$ cat src/rtl/ahb_gpio_pkg.sv
// Shared AHB-Lite definitions for the GPIO-side transfer engine.
// Holds the HTRANS encoding and the default bus widths and wait-state limit.
package ahb_gpio_pkg;

    typedef enum logic [1:0] {
        IDLE   = 2'b00,
        BUSY   = 2'b01,
        NONSEQ = 2'b10,
        SEQ    = 2'b11
    } htrans_t;

    localparam int AHB_ADDR_WIDTH     = 32;
    localparam int AHB_DATA_WIDTH     = 32;
    localparam int AHB_TIMEOUT_CYCLES = 16;

endpackage

$ cat src/rtl/ahb_timeout_ctr.sv
// Wait-state counter for the data phase; raises timeout on the last permitted
// stalled edge so the master can abort the transfer.
module ahb_timeout_ctr
    import ahb_gpio_pkg::*;
#(
    parameter int TIMEOUT_CYCLES = AHB_TIMEOUT_CYCLES
) (
    input  logic clk,
    input  logic rst,
    input  logic d_vld,
    input  logic hreadyout,
    output logic timeout
);

    localparam int CW = $clog2(TIMEOUT_CYCLES + 1);
    localparam logic [CW-1:0] LIMIT = CW'(TIMEOUT_CYCLES - 1);

    logic [CW-1:0] count;

    assign timeout = d_vld && !hreadyout && (count == LIMIT);

    // A forced completion clears the count just like a normal one.
    always_ff @(posedge clk or posedge rst) begin
        if (rst) begin
            count <= '0;
        end else if (d_vld && (hreadyout || timeout)) begin
            count <= '0;
        end else if (d_vld) begin
            count <= count + 1'b1;
        end
    end

endmodule

$ cat src/rtl/ahb_gpio_master.sv
// Pipelined AHB-Lite single-transfer master in front of the GPIO slave.
// Define AHB_MASTER_TIMEOUT_EN to abort data phases stalled for TIMEOUT_CYCLES.
module ahb_gpio_master
    import ahb_gpio_pkg::*;
#(
    parameter int ADDR_WIDTH     = AHB_ADDR_WIDTH,
    parameter int DATA_WIDTH     = AHB_DATA_WIDTH,
    parameter int TIMEOUT_CYCLES = AHB_TIMEOUT_CYCLES
) (
    input  logic                  HCLK,
    input  logic                  HRESET,
    input  logic                  cmd_valid,
    output logic                  cmd_ready,
    input  logic                  cmd_write,
    input  logic [ADDR_WIDTH-1:0] cmd_addr,
    input  logic [DATA_WIDTH-1:0] cmd_wdata,
    output logic                  rsp_valid,
    output logic [DATA_WIDTH-1:0] rsp_rdata,
    output logic                  rsp_err,
    output logic [ADDR_WIDTH-1:0] HADDR,
    output logic [1:0]            HTRANS,
    output logic                  HWRITE,
    output logic                  HSEL,
    output logic [DATA_WIDTH-1:0] HWDATA,
    output logic                  HREADY,
    input  logic                  HREADYOUT,
    input  logic [DATA_WIDTH-1:0] HRDATA
);

    logic                  a_vld;
    logic                  a_write;
    logic [ADDR_WIDTH-1:0] a_addr;
    logic [DATA_WIDTH-1:0] a_wdata;
    logic                  d_vld;
    logic                  d_write;
    logic                  adv;
    logic                  accept;
    logic                  done;
    logic                  timeout_hit;

`ifdef AHB_MASTER_TIMEOUT_EN
    ahb_timeout_ctr #(
        .TIMEOUT_CYCLES (TIMEOUT_CYCLES)
    ) u_timeout_ctr (
        .clk       (HCLK),
        .rst       (HRESET),
        .d_vld     (d_vld),
        .hreadyout (HREADYOUT),
        .timeout   (timeout_hit)
    );
`else
    logic unused_timeout_cfg;
    assign unused_timeout_cfg = ^TIMEOUT_CYCLES;
    assign timeout_hit        = 1'b0;
`endif

    // The forced advance is internal only; the slave keeps seeing its own HREADYOUT.
    assign HREADY    = HREADYOUT;
    assign adv       = HREADYOUT || timeout_hit;
    assign cmd_ready = !HRESET && (!a_vld || adv);
    assign accept    = cmd_valid && cmd_ready;
    assign done      = d_vld && adv;

    assign HTRANS = a_vld ? NONSEQ : IDLE;
    assign HSEL   = a_vld;
    assign HWRITE = a_vld && a_write;
    assign HADDR  = a_addr;

    // An accept while the slot is empty can land during a stalled data phase.
    always_ff @(posedge HCLK or posedge HRESET) begin
        if (HRESET) begin
            a_vld   <= 1'b0;
            a_write <= 1'b0;
            a_addr  <= '0;
            a_wdata <= '0;
        end else if (accept) begin
            a_vld   <= 1'b1;
            a_write <= cmd_write;
            a_addr  <= cmd_addr;
            a_wdata <= cmd_wdata;
        end else if (adv) begin
            a_vld   <= 1'b0;
        end
    end

    always_ff @(posedge HCLK or posedge HRESET) begin
        if (HRESET) begin
            d_vld   <= 1'b0;
            d_write <= 1'b0;
            HWDATA  <= '0;
        end else if (adv) begin
            d_vld   <= a_vld;
            d_write <= a_write;
            if (a_vld && a_write) begin
                HWDATA <= a_wdata;
            end
        end
    end

    always_ff @(posedge HCLK or posedge HRESET) begin
        if (HRESET) begin
            rsp_valid <= 1'b0;
            rsp_rdata <= '0;
            rsp_err   <= 1'b0;
        end else begin
            rsp_valid <= done;
            if (done) begin
                rsp_rdata <= (d_write || timeout_hit) ? '0 : HRDATA;
                rsp_err   <= timeout_hit;
            end
        end
    end

endmodule

$ cat config.mk
export PLATFORM = sky130hd
export DESIGN_NAME = ahb_gpio_master
export DESIGN_NICKNAME = d
export VERILOG_FILES = /design/src/rtl/ahb_gpio_pkg.sv /design/src/rtl/ahb_timeout_ctr.sv /design/src/rtl/ahb_gpio_master.sv
export SDC_FILE = /design/constraint.sdc
export NUM_CORES = 1
export LEC_CHECK = 0
export BUFFER_PORTS_ARGS = -buffer_cell sky130_fd_sc_hd__buf_4
export CAP_MARGIN = 20
export CORE_UTILIZATION = 49
export CTS_CLUSTER_DIAMETER = 80
export DETAILED_ROUTE_END_ITERATION = 6
export MAX_ROUTING_LAYER = met4
export PLACE_DENSITY = 0.79
export REMOVE_ABC_BUFFERS = 1
export SYNTH_ARGS = -nofsm -noshare
export SYNTH_HDL_FRONTEND = slang
export SYNTH_HIERARCHICAL = 1
export SYNTH_SLANG_ARGS = --single-unit
export TNS_END_PERCENT = 1
$ cat constraint.sdc
create_clock -name HCLK -period 4.85 [get_ports HCLK]
set_input_delay 0.2425 -clock HCLK [delete_from_list [all_inputs] [get_ports HCLK]]
set_output_delay 0.2425 -clock HCLK [all_outputs]
set_load 0.01 [all_outputs]
Word-level counts from Yosys, hierarchy flattened
Index checks and enable logic that the tools add are counted.
Cells by class
  equal/unequal tests: 0
  reductions and logical operators: 9
  div/mod/pow operators: 0
  multiply operators: 0
  $add $sub $neg: 0
  mux-type cells: 4
  bitwise operators: 0
  shift-type cells: 0
  order comparisons: 0
Operators by type and width (count)
  32-bit two-way mux: 1
  1-bit logical AND: 4
  1-bit zero test: 2
  1-bit two-way mux: 2
  2-bit two-way mux: 1
  2-bit AND reduction: 1
  2-bit nonzero test: 1
  1-bit logical OR: 1
Storage, ports and cells
  bits in latches: 0
  ROM bits: 0
  output and inout bits: 104
  memories: 0
  bits of input ports: 101
  bits in registers: 133
  memory bits (writable): 0

Longest topological paths before layout
Gate-level depths: netlist of the first run.
  word-level depth: 5
  gate-level depth with buffers: 5
  mapped depth without buffers: 3

Least setup slack after synthesis of the first run
No wires, ideal clock.
  path type: flip-flop to flip-flop
  from: register a_vld, in the netlist HSEL
  to: register a_addr[0], in the netlist HADDR[0]
  data arrival time: 1274 ps
  buffers on the path: 2
  slack: 3450 ps
  setup time: 125 ps
  cell stages (with the launch flop): 6
  cell sequence: dfrtp_1 -> nor2b_4 -> nor2_4 -> buf_12 -> buf_12 -> mux2_4
Between the ends
  word-level cells in the longest chain between the ends: 4
RTL lines
  start, declared: line ahb_gpio_master.sv:30  | logic a_vld;
  start signal, assigned: line ahb_gpio_master.sv:72  | a_vld <= 1'b0;
  start signal, assigned: line ahb_gpio_master.sv:77  | a_vld <= 1'b1;
  start signal, assigned: line ahb_gpio_master.sv:82  | a_vld <= 1'b0;
  1-bit zero test: line ahb_gpio_master.sv:60  | assign cmd_ready = !HRESET && (!a_vld || adv);
  1-bit logical OR: line ahb_gpio_master.sv:60
  1-bit logical AND: line ahb_gpio_master.sv:60
  1-bit logical AND: line ahb_gpio_master.sv:61  | assign accept = cmd_valid && cmd_ready;
  end signal, assigned: line ahb_gpio_master.sv:79  | a_addr <= cmd_addr;
  end, declared: line ahb_gpio_master.sv:32  | logic [ADDR_WIDTH-1:0] a_addr;
No other way between the ends.
A chain may end at the register's enable or synchronous reset.

Worst setup path in the final report of the first run
  from: input HRESET
  to: register a_wdata[13]
Between the ends
  word-level cells in the longest chain between the ends: 3
RTL lines
  start, declared: line ahb_gpio_master.sv:11  | input logic HRESET,
  1-bit zero test (no line)
  1-bit logical AND: line ahb_gpio_master.sv:60
  1-bit logical AND: line ahb_gpio_master.sv:61
  end signal, assigned: line ahb_gpio_master.sv:80  | a_wdata <= cmd_wdata;
  end, declared: line ahb_gpio_master.sv:33  | logic [DATA_WIDTH-1:0] a_wdata;
No other way between the ends.

==> results.cfg, run 1 <==
[placed_design]
placed_cells = 683
gp_congestion = 0.768
dp_hpwl_um = 8210
place_area_um2 = 6910
port-buffer-count = 202

[cts]
insertion_delay_ns = 0.53
clockRootBuffer = clkbuf_8
cts_tree = built
cts_setup_buffers = 0
h-tree-depth = 4
cts_num_sinks = 133
path_clk_slew_ns = 0.06
cts_max_path_buffers = 2
cts_made_buffers = 17

[global_routing]
grt-ovfl-total = 0
grt_max_degree = 75
grt_pass1_wl_um = 23000
grt_pass1_vias = 4367
grt_usage = 0.281
antenna_found_initial = 0

[power_and_ir_drop]
worst_ir_drop_vdd_uv = 331
p_leak_nw = 4.08
power.density_nw_per_um2 = 461

[sta]
slew_headroom = 0.403
worst_pin_slew_ns = 0.896
tns_ns = 0
setup_viol = 0
grt_setup_unrepaired = no
hold_viol = 0
fin_crit_sh = 0.424
fin_skew_ns = 0.00887
max_freq_mhz = 486
report.final.slew_viol_count = 0
finalCriticalPeriod_ns = 2.06

[synth]
yosys_register_bits = 133
syn-instance-count = 363
synth_seq_area_share = 0.616
synth.area.top_cells = dfrtp_1 (62%), mux2_4 (14%), mux2_2 (10%)
ys_types = 17
post_synth.cell_area_avg_um2 = 14.9
yosys.area.top_type = dfrtp_1
syn_area_um2 = 5400
yosysWarnings = 6
yosys.area.top_type_share = 0.616

[setup_path]
startpoint_type = primary input
critPathMostFrequentCell = buf_4
crit_path_end_kind = flip-flop
cpPeakStageDelay_ns = 0.57
worst-path-stages = 6
required_ns = 5.26
critPathBufInv = 3
rrSetupSlack_ns = 2.82
crit_type = primary input to flip-flop
critical_path.max_fanout = 30
reg2reg_depth = 4
critPathArrivalTime_ns = 2.46
path_delay_family = buffers and inverters
crit_chain = dlygate4sd3_1 > buf_4 > nand2b_1 > nor2_4 > buf_4 > mux2_4
crit_slowest_cell = buf_4

[layout]
final_core_util = 0.799
antenna_cells = 0
multi_input_area_um2 = 1850
layout_common_cells = buf_4 (207), dfrtp_1 (133), dlygate4sd3_1 (97), mux2_4 (50), mux2_2 (49)
fillers = 570
fin_cells = 811
syn_to_final_growth_pct = 55.6
final_common_cell = buf_4
final_cell_area_um2 = 8400
layout-drive-gt1-share = 0.496
ff_latch_area_um2 = 3330
finalNetCount = 764

[floorplan]
die_width_um = 107
dieArea_um2 = 11400
start_util = 0.514
rows = 37
core_area_um2 = 10500
io_pins = 205
die_h_um = 107

[min_path]
whs_path_depth = 3
hp-class = primary input to flip-flop

[route]
num_vias = 4051
drtIter0Drc = 167
routed_wl_um = 15100
drt-pass1-iter-count = 4
drtAntennaViolNets = 0
via_per_inst = 5.00
post_drt_wl_per_cell_um = 18.6
drc = 0

[job]
max_cap_violations = 0

[run_status]
status = completed
[area by class of cell]
type / count / share of cell area
sequential: 133 / 0.396
timing repair buffer: 304 / 0.301
multi-input combinational: 205 / 0.220
clock buffer: 27 / 0.0597
tap: 136 / 0.0203
clock inverter: 4 / 0.00238
inverter: 2 / 0.00119
[final timing paths]
| kind | startpoint | end |
|---|---|---|
| min reg2reg | rsp_rdata[26] | rsp_rdata[26] |
| min | HRDATA[23] | rsp_rdata[23] |
| max reg2reg | HSEL | a_wdata[13] |
| max in group asynchronous | HRESET | d_write |
| max | HRESET | a_wdata[13] |
| min in group asynchronous | HRESET | HADDR[26] |
[logic make-up (layout without fill, tap and decap cells)]
logic type	count (synthesis)	count (layout)	synth area share
flip-flops	133	133	0.616
multiplexers	99	99	0.241
AND/OR/NAND/NOR	72	72	0.0695
AO/OA/AOI/OAI	32	32	0.0297
buffers and inverters	26	337	0.0426
other	1	2	0.000694
[tightest hold or removal path: stages]
cell and delay, ns:
buf_4 0.11, nand2b_1 0.07, o21ai_0 0.07
[metrics by stage]
stage | setup slack, ns | hold slack, ns | power, mW
after floorplan | 1.05 | 0.391 | 2.07
after global placement | 2.88 | 0.463 | 2.59
after detailed placement | 2.84 | 0.471 | 2.65
after CTS | 2.85 | 0.00226 | 3.84
after global routing | 2.71 | 0.00501 | 4.04
final | 2.79 | 0.0134 | 3.87
[layer usage]
layer | track usage | share of wire | vias up
met2 | 0.468 | 0.52 | 190
met3 | 0.0833 | 0.062 | 48
met1 | 0.310 | 0.38 | 1992
li1 | - | - | 1821
met4 | 0.136 | 0.034 | 0
met5 | - | 0 | -
[state kept, by name, indices dropped and copies added (netlist names)]
name and cells:
HSEL 1, a_write 1, rsp_rdata 32, d_write 1, a_wdata 32, HWDATA 32
HADDR 32, rsp_valid 1, d_vld 1
[power breakdown]
part	total, mW	leakage, nW	switching, mW	internal [mW]
clock	1.14	0.262	0.449	0.690
sequential	1.61	1.61	0.199	1.41
combinational	1.12	2.21	0.449	0.673
[timing repair]
| action | 4_1_cts | 5_1_grt |
|---|---|---|
| gates resized for setup | 0 | 0 |
| hold endpoints to repair | 169 | 0 |
| setup endpoints to repair | 0 | 0 |
| hold buffers | 97 | 0 |
[cell usage after synthesis]
cell / count
o21ai_0: 32
mux2_2: 49
buf_4: 8
nor2_1: 1
nor2b_4: 1
nand2b_1: 34
conb_1: 1
clkbuf_1: 5
mux2_4: 50
nand2_1: 34
inv_1: 2
and2_1: 1
buf_1: 1
buf_12: 6
dfrtp_1: 133
buf_2: 4
nor2_4: 1
No activity file was read; power rests on OpenSTA's default activity.
==> inputs of run 2 (changes only) <==
- clock period: 4.85 -> 2 ns (I/O delays scaled with it)
==> run 2 against run 1 <==
Compared with the run above:
- highest routed layer unchanged
- register-to-register slack worse by 2.4 ns
- clock power rose to 2.6 times the previous value
- critical path depth fell by 2
- non-clock buffer count up 6
- critical endpoint is now HADDR[21]
- worst hold slack improved by 0.21 ns
==> results.cfg, run 2 (synthesis gave the netlist of run 1 again) <==
[cts]
cts_setup_buffers = 0
cts_made_buffers = 17
cts_max_path_buffers = 2
h-tree-depth = 4
insertion_delay_ns = 0.52
clockRootBuffer = clkbuf_8
cts_tree = built
hold_buffers = 101
path_clk_slew_ns = 0.06
cts_num_sinks = 133
cts_resized = 0

[min_path]
hp-class = primary input to async pin

[sta]
finalCriticalPeriod_ns = 1.62
grt_setup_unrepaired = no
fin_skew_ns = 0.00633
hold_ws_ns = 0.224
fin_crit_sh = 0.809
hold_viol = 0
max_freq_mhz = 618
report.final.slew_viol_count = 0
worst_pin_slew_ns = 0.823
setup_viol = 0
slew_headroom = 0.452

[setup_path]
startpoint_type = flip-flop
crit_type = flip-flop to flip-flop
rrSetupSlack_ns = 0.38
reg2reg_to = HADDR[21]
r2r_start = HSEL
crit_start = HSEL
endpoint = HADDR[21]
critical_path.max_fanout = 50
critPathArrivalTime_ns = 2.02
reg2reg_depth = 4
crit_path_end_kind = flip-flop
required_ns = 2.40

[placed_design]
port-buffer-count = 202
gp_congestion = 0.769
placed_cells = 685
dp_hpwl_um = 7960

[floorplan]
rows = 37
core_area_um2 = 10500
io_pins = 205
die_width_um = 107
start_util = 0.514
dieArea_um2 = 11400
die_h_um = 107

[route]
routed_wl_um = 15100
num_vias = 4039
drtAntennaViolNets = 0
drt-pass1-iter-count = 4
drtIter0Drc = 217
post_drt_wl_per_cell_um = 18.5
drc = 0
via_per_inst = 4.94

[global_routing]
grt-ovfl-total = 0
grt_pass1_wl_um = 23800
grt_usage = 0.290
grt_max_degree = 66
grt_pass1_vias = 4634
antenna_found_initial = 0

[run_status]
status = completed

[layout]
layout_common_cells = buf_4 (206), dfrtp_1 (133), dlygate4sd3_1 (101), mux2_4 (50), mux2_2 (49)
finalNetCount = 770
final_core_util = 0.812
fillers = 562
antenna_cells = 0
final_common_cell = buf_4
syn_to_final_growth_pct = 57.9
fin_cells = 818
layout-drive-gt1-share = 0.499

[power_and_ir_drop]
worst_ir_drop_vdd_uv = 951
p_leak_nw = 4.14
power.density_nw_per_um2 = 1130
power_mw = 9.63

[job]
max_cap_violations = 0
run 2: cell types whose count changed in the layout (fill, tap and decap cells not counted), sizes merged:
cell,delta
clkinv,+2
clkinvlp,+2
buf,+2
dlygate4sd3,+4
clkbuf,-5
bufinv,+2
run 2: worst max-delay path, stage by stage (launching register included):
cell and delay, ns:
dfrtp_1 0.42, nor2b_4 0.16, nor2_4 0.14, buf_12 0.35
mux2_2 0.40
run 2: how the worst min path moves through the flow:
stage / to / slack [ns]
6_report: HSEL / 0.22
5_1_grt: a_write / 0.23
2_1_floorplan: HREADY / 0.20
3_3_place_gp: rsp_rdata[10] / 0.18
4_1_cts: rsp_rdata[2] / 0.18
3_5_place_dp: d_vld / 0.19
run 2: metrics by stage:
stage          instance area [µm²]  TNS, ns  worst slack (ns)
6_report                      8530        0             0.383
3_5_place_dp                  6960        0             0.446
5_1_grt                       8530        0             0.331
3_3_place_gp                  6960        0             0.472
2_1_floorplan                 5180  -252.59             -1.65
4_1_cts                       8530        0             0.427
run 2: final cells by class:
cell class | instances | area, µm² | area share
inverters | 2 | 10.0 | 0.00117
clock buffers | 22 | 453 | 0.0531
flip-flops and latches | 133 | 3330 | 0.390
repair buffers | 310 | 2620 | 0.307
clock inverters | 10 | 105 | 0.0123
multi-input cells | 205 | 1850 | 0.216
well taps | 136 | 170 | 0.0200
run 2: where the power goes:
part / internal [mW] / switching (mW)
clock: 1.83 / 1.16
combinational: 1.65 / 1.09
sequential: 3.42 / 0.483
total: 6.90 / 2.74
run 2: routing by layer:
metal,up-vias,track usage,wire [µm]
li1,1829,-,-
met1,1988,0.319,5860
met4,0,0.131,452
met3,41,0.0894,880
met5,-,-,0
met2,181,0.484,7910
==> inputs of run 3 (changes only) <==
- ABC_AREA: unset -> 1
- clock period: 2 -> 1.64 ns (I/O delays scaled with it)
==> run 3 against run 2 <==
Compared with the run above:
- clock skew grew 0.0013 ns
- core utilization grew 0.71 points
- synthesized area shrank 0.19%
- total power grew 17%
==> results.cfg, run 3 <==
[placed_design]
port-buffer-count = 202
place_area_um2 = 7010
dp_hpwl_um = 9590
gp_congestion = 0.806
placed_cells = 895

[sta]
hold_viol = 0
fin_skew_ns = 0.00761
report.final.slew_viol_count = 0
max_freq_mhz = 642
hold_ws_ns = 0.122
fin_crit_sh = 0.950
grt_setup_unrepaired = no
finalCriticalPeriod_ns = 1.56
setup_viol = 0

[synth]
synthSimpleGateAreaFrac = 0.293
synthArstFlopShare = 1.00
synth_seq_area_share = 0.617
muxShareOfSynthArea = 0
yosysWarnings = 6
yosys.area.top_type_share = 0.617
synth.area.top_cells = dfrtp_1 (62%), nand2_1 (19%), nand4_1 (7.5%)
ys_types = 16
syn_area_um2 = 5390
synth_xor_area_frac = 0
yosysMostFrequentCell = nand2_1
synthFlopType = dfrtp_1
synth_fa_ha_area_frac = 0
yosys.area.top_type = dfrtp_1
synth_top_family_by_area = simple AND/OR/NAND/NOR gates
yosys_register_bits = 133
synth_compound_gate_area_share = 0.0316
synth_common_cells = nand2_1 (266), dfrtp_1 (133), nand4_1 (65)
syn-instance-count = 590
synth_edf_count = 0
post_synth.cell_area_avg_um2 = 9.14

[power_and_ir_drop]
power.density_nw_per_um2 = 1310
p_leak_nw = 4.57
power_mw = 11.3
worst_ir_drop_vdd_uv = 872

[setup_path]
reg2reg_to = HWDATA[6]
critical_path.max_fanout = 33
crit_type = flip-flop to output pin
crit_path_end_kind = output pin
required_ns = 1.56
cpPeakStageDelay_ns = 0.42
startpoint_type = flip-flop
crit_slowest_cell = dfrtp_2
reg2reg_depth = 6
r2r_start = HSEL
crit_chain = nand2_1 > inv_2 > buf_8 > buf_4
rrSetupSlack_ns = 0.37
critPathArrivalTime_ns = 1.48

[cts]
cts_num_sinks = 133
insertion_delay_ns = 0.52
cts_made_buffers = 17
clockRootBuffer = clkbuf_8
h-tree-depth = 4
cts_setup_buffers = 0
cts_max_path_buffers = 2
cts_tree = built
path_clk_slew_ns = 0.06

[route]
post_drt_wl_per_cell_um = 17.3
drc = 0
drtAntennaViolNets = 0
num_vias = 5520
via_per_inst = 5.38
routed_wl_um = 17800
drtIter0Drc = 388
drt-pass1-iter-count = 5

[floorplan]
core_area_um2 = 10500
start_util = 0.513
io_pins = 205
rows = 37
die_width_um = 107
die_h_um = 107
dieArea_um2 = 11400

[layout]
fin_cells = 1026
final_common_cell = nand2_1
fillers = 574
syn_to_final_growth_pct = 59.6
multi_input_area_um2 = 1760
layout_common_cells = nand2_1 (266), buf_4 (213), dfrtp_1 (132), dlygate4sd3_1 (100), nand4_1 (65)
finalNetCount = 979
layout-drive-gt1-share = 0.288
final_cell_area_um2 = 8600
ff_latch_area_um2 = 3330

[job]
max_cap_violations = 0

[global_routing]
antenna_found_initial = 0
grt_pass1_wl_um = 28400
grt_max_degree = 67
grt_pass1_vias = 5788
grt_usage = 0.337
grt-ovfl-total = 0

[run_status]
status = completed

[min_path]
hp-class = primary input to async pin
-- run 3: repair_timing --
action / CTS / global route
gates resized for setup: 2 / 1
hold endpoints to repair: 223 / 0
pin swaps: 0 / 0
setup endpoints to repair: 1 / 1
hold buffers: 100 / 0
-- run 3: kinds of logic after synthesis --
group / after synthesis
buffers and inverters: 57
flip-flops: 133
other: 1
AO/OA/AOI/OAI: 34
AND/OR/NAND/NOR: 365
-- run 3: layer usage --
layer / vias up / part of all wire / global-route usage
met2: 274 / 0.55 / 0.591
met3: 84 / 0.054 / 0.0675
li1: 2513 / - / -
met1: 2649 / 0.34 / 0.353
met4: 0 / 0.048 / 0.192
met5: - / 0 / -
-- run 3: final cells by class --
| type | count | area share |
|---|---|---|
| sequential | 133 | 0.387 |
| timing repair buffer | 320 | 0.318 |
| multi-input combinational | 401 | 0.204 |
| clock buffer | 18 | 0.0497 |
| tap | 136 | 0.0198 |
| clock inverter | 12 | 0.0182 |
| inverter | 5 | 0.00276 |
| antenna | 1 | 0.000291 |
-- run 3: through the flow --
step,worst slack (ns),TNS (ns),utilization
finish,0.0826,0,0.819
global route,0.0109,0,0.819
CTS,0.0268,0,0.818
detailed placement,0.394,0,0.667
global placement,0.468,0,0.667
floorplan,-4.66,-746.51,-
-- run 3: where the power goes --
| part | leakage [nW] | switching [mW] | internal (mW) | total (mW) |
|---|---|---|---|---|
| Combinational | 2.61 | 1.47 | 1.47 | 2.94 |
| Clock | 0.275 | 1.41 | 2.34 | 3.75 |
| Sequential | 1.68 | 0.518 | 4.06 | 4.57 |
| Total | 4.57 | 3.40 | 7.86 | 11.3 |
-- run 3: worst max-delay path by stage --
stage          slack (ns)  startpoint         end
2_1_floorplan       -4.66      HRESET    HADDR[0]
3_3_place_gp         0.47        HSEL  HWDATA[11]
3_5_place_dp         0.39        HSEL   HWDATA[6]
4_1_cts              0.03        HSEL      HWRITE
5_1_grt              0.01        HSEL      HWRITE
6_report             0.08        HSEL      HWRITE
-- run 3: worst max-delay path: cells and delay by family (launching register included) --
kind | cells | cell delay [ns]
flops | 1 | 0.42
buf+inv | 3 | 0.45
simple gates | 1 | 0.08
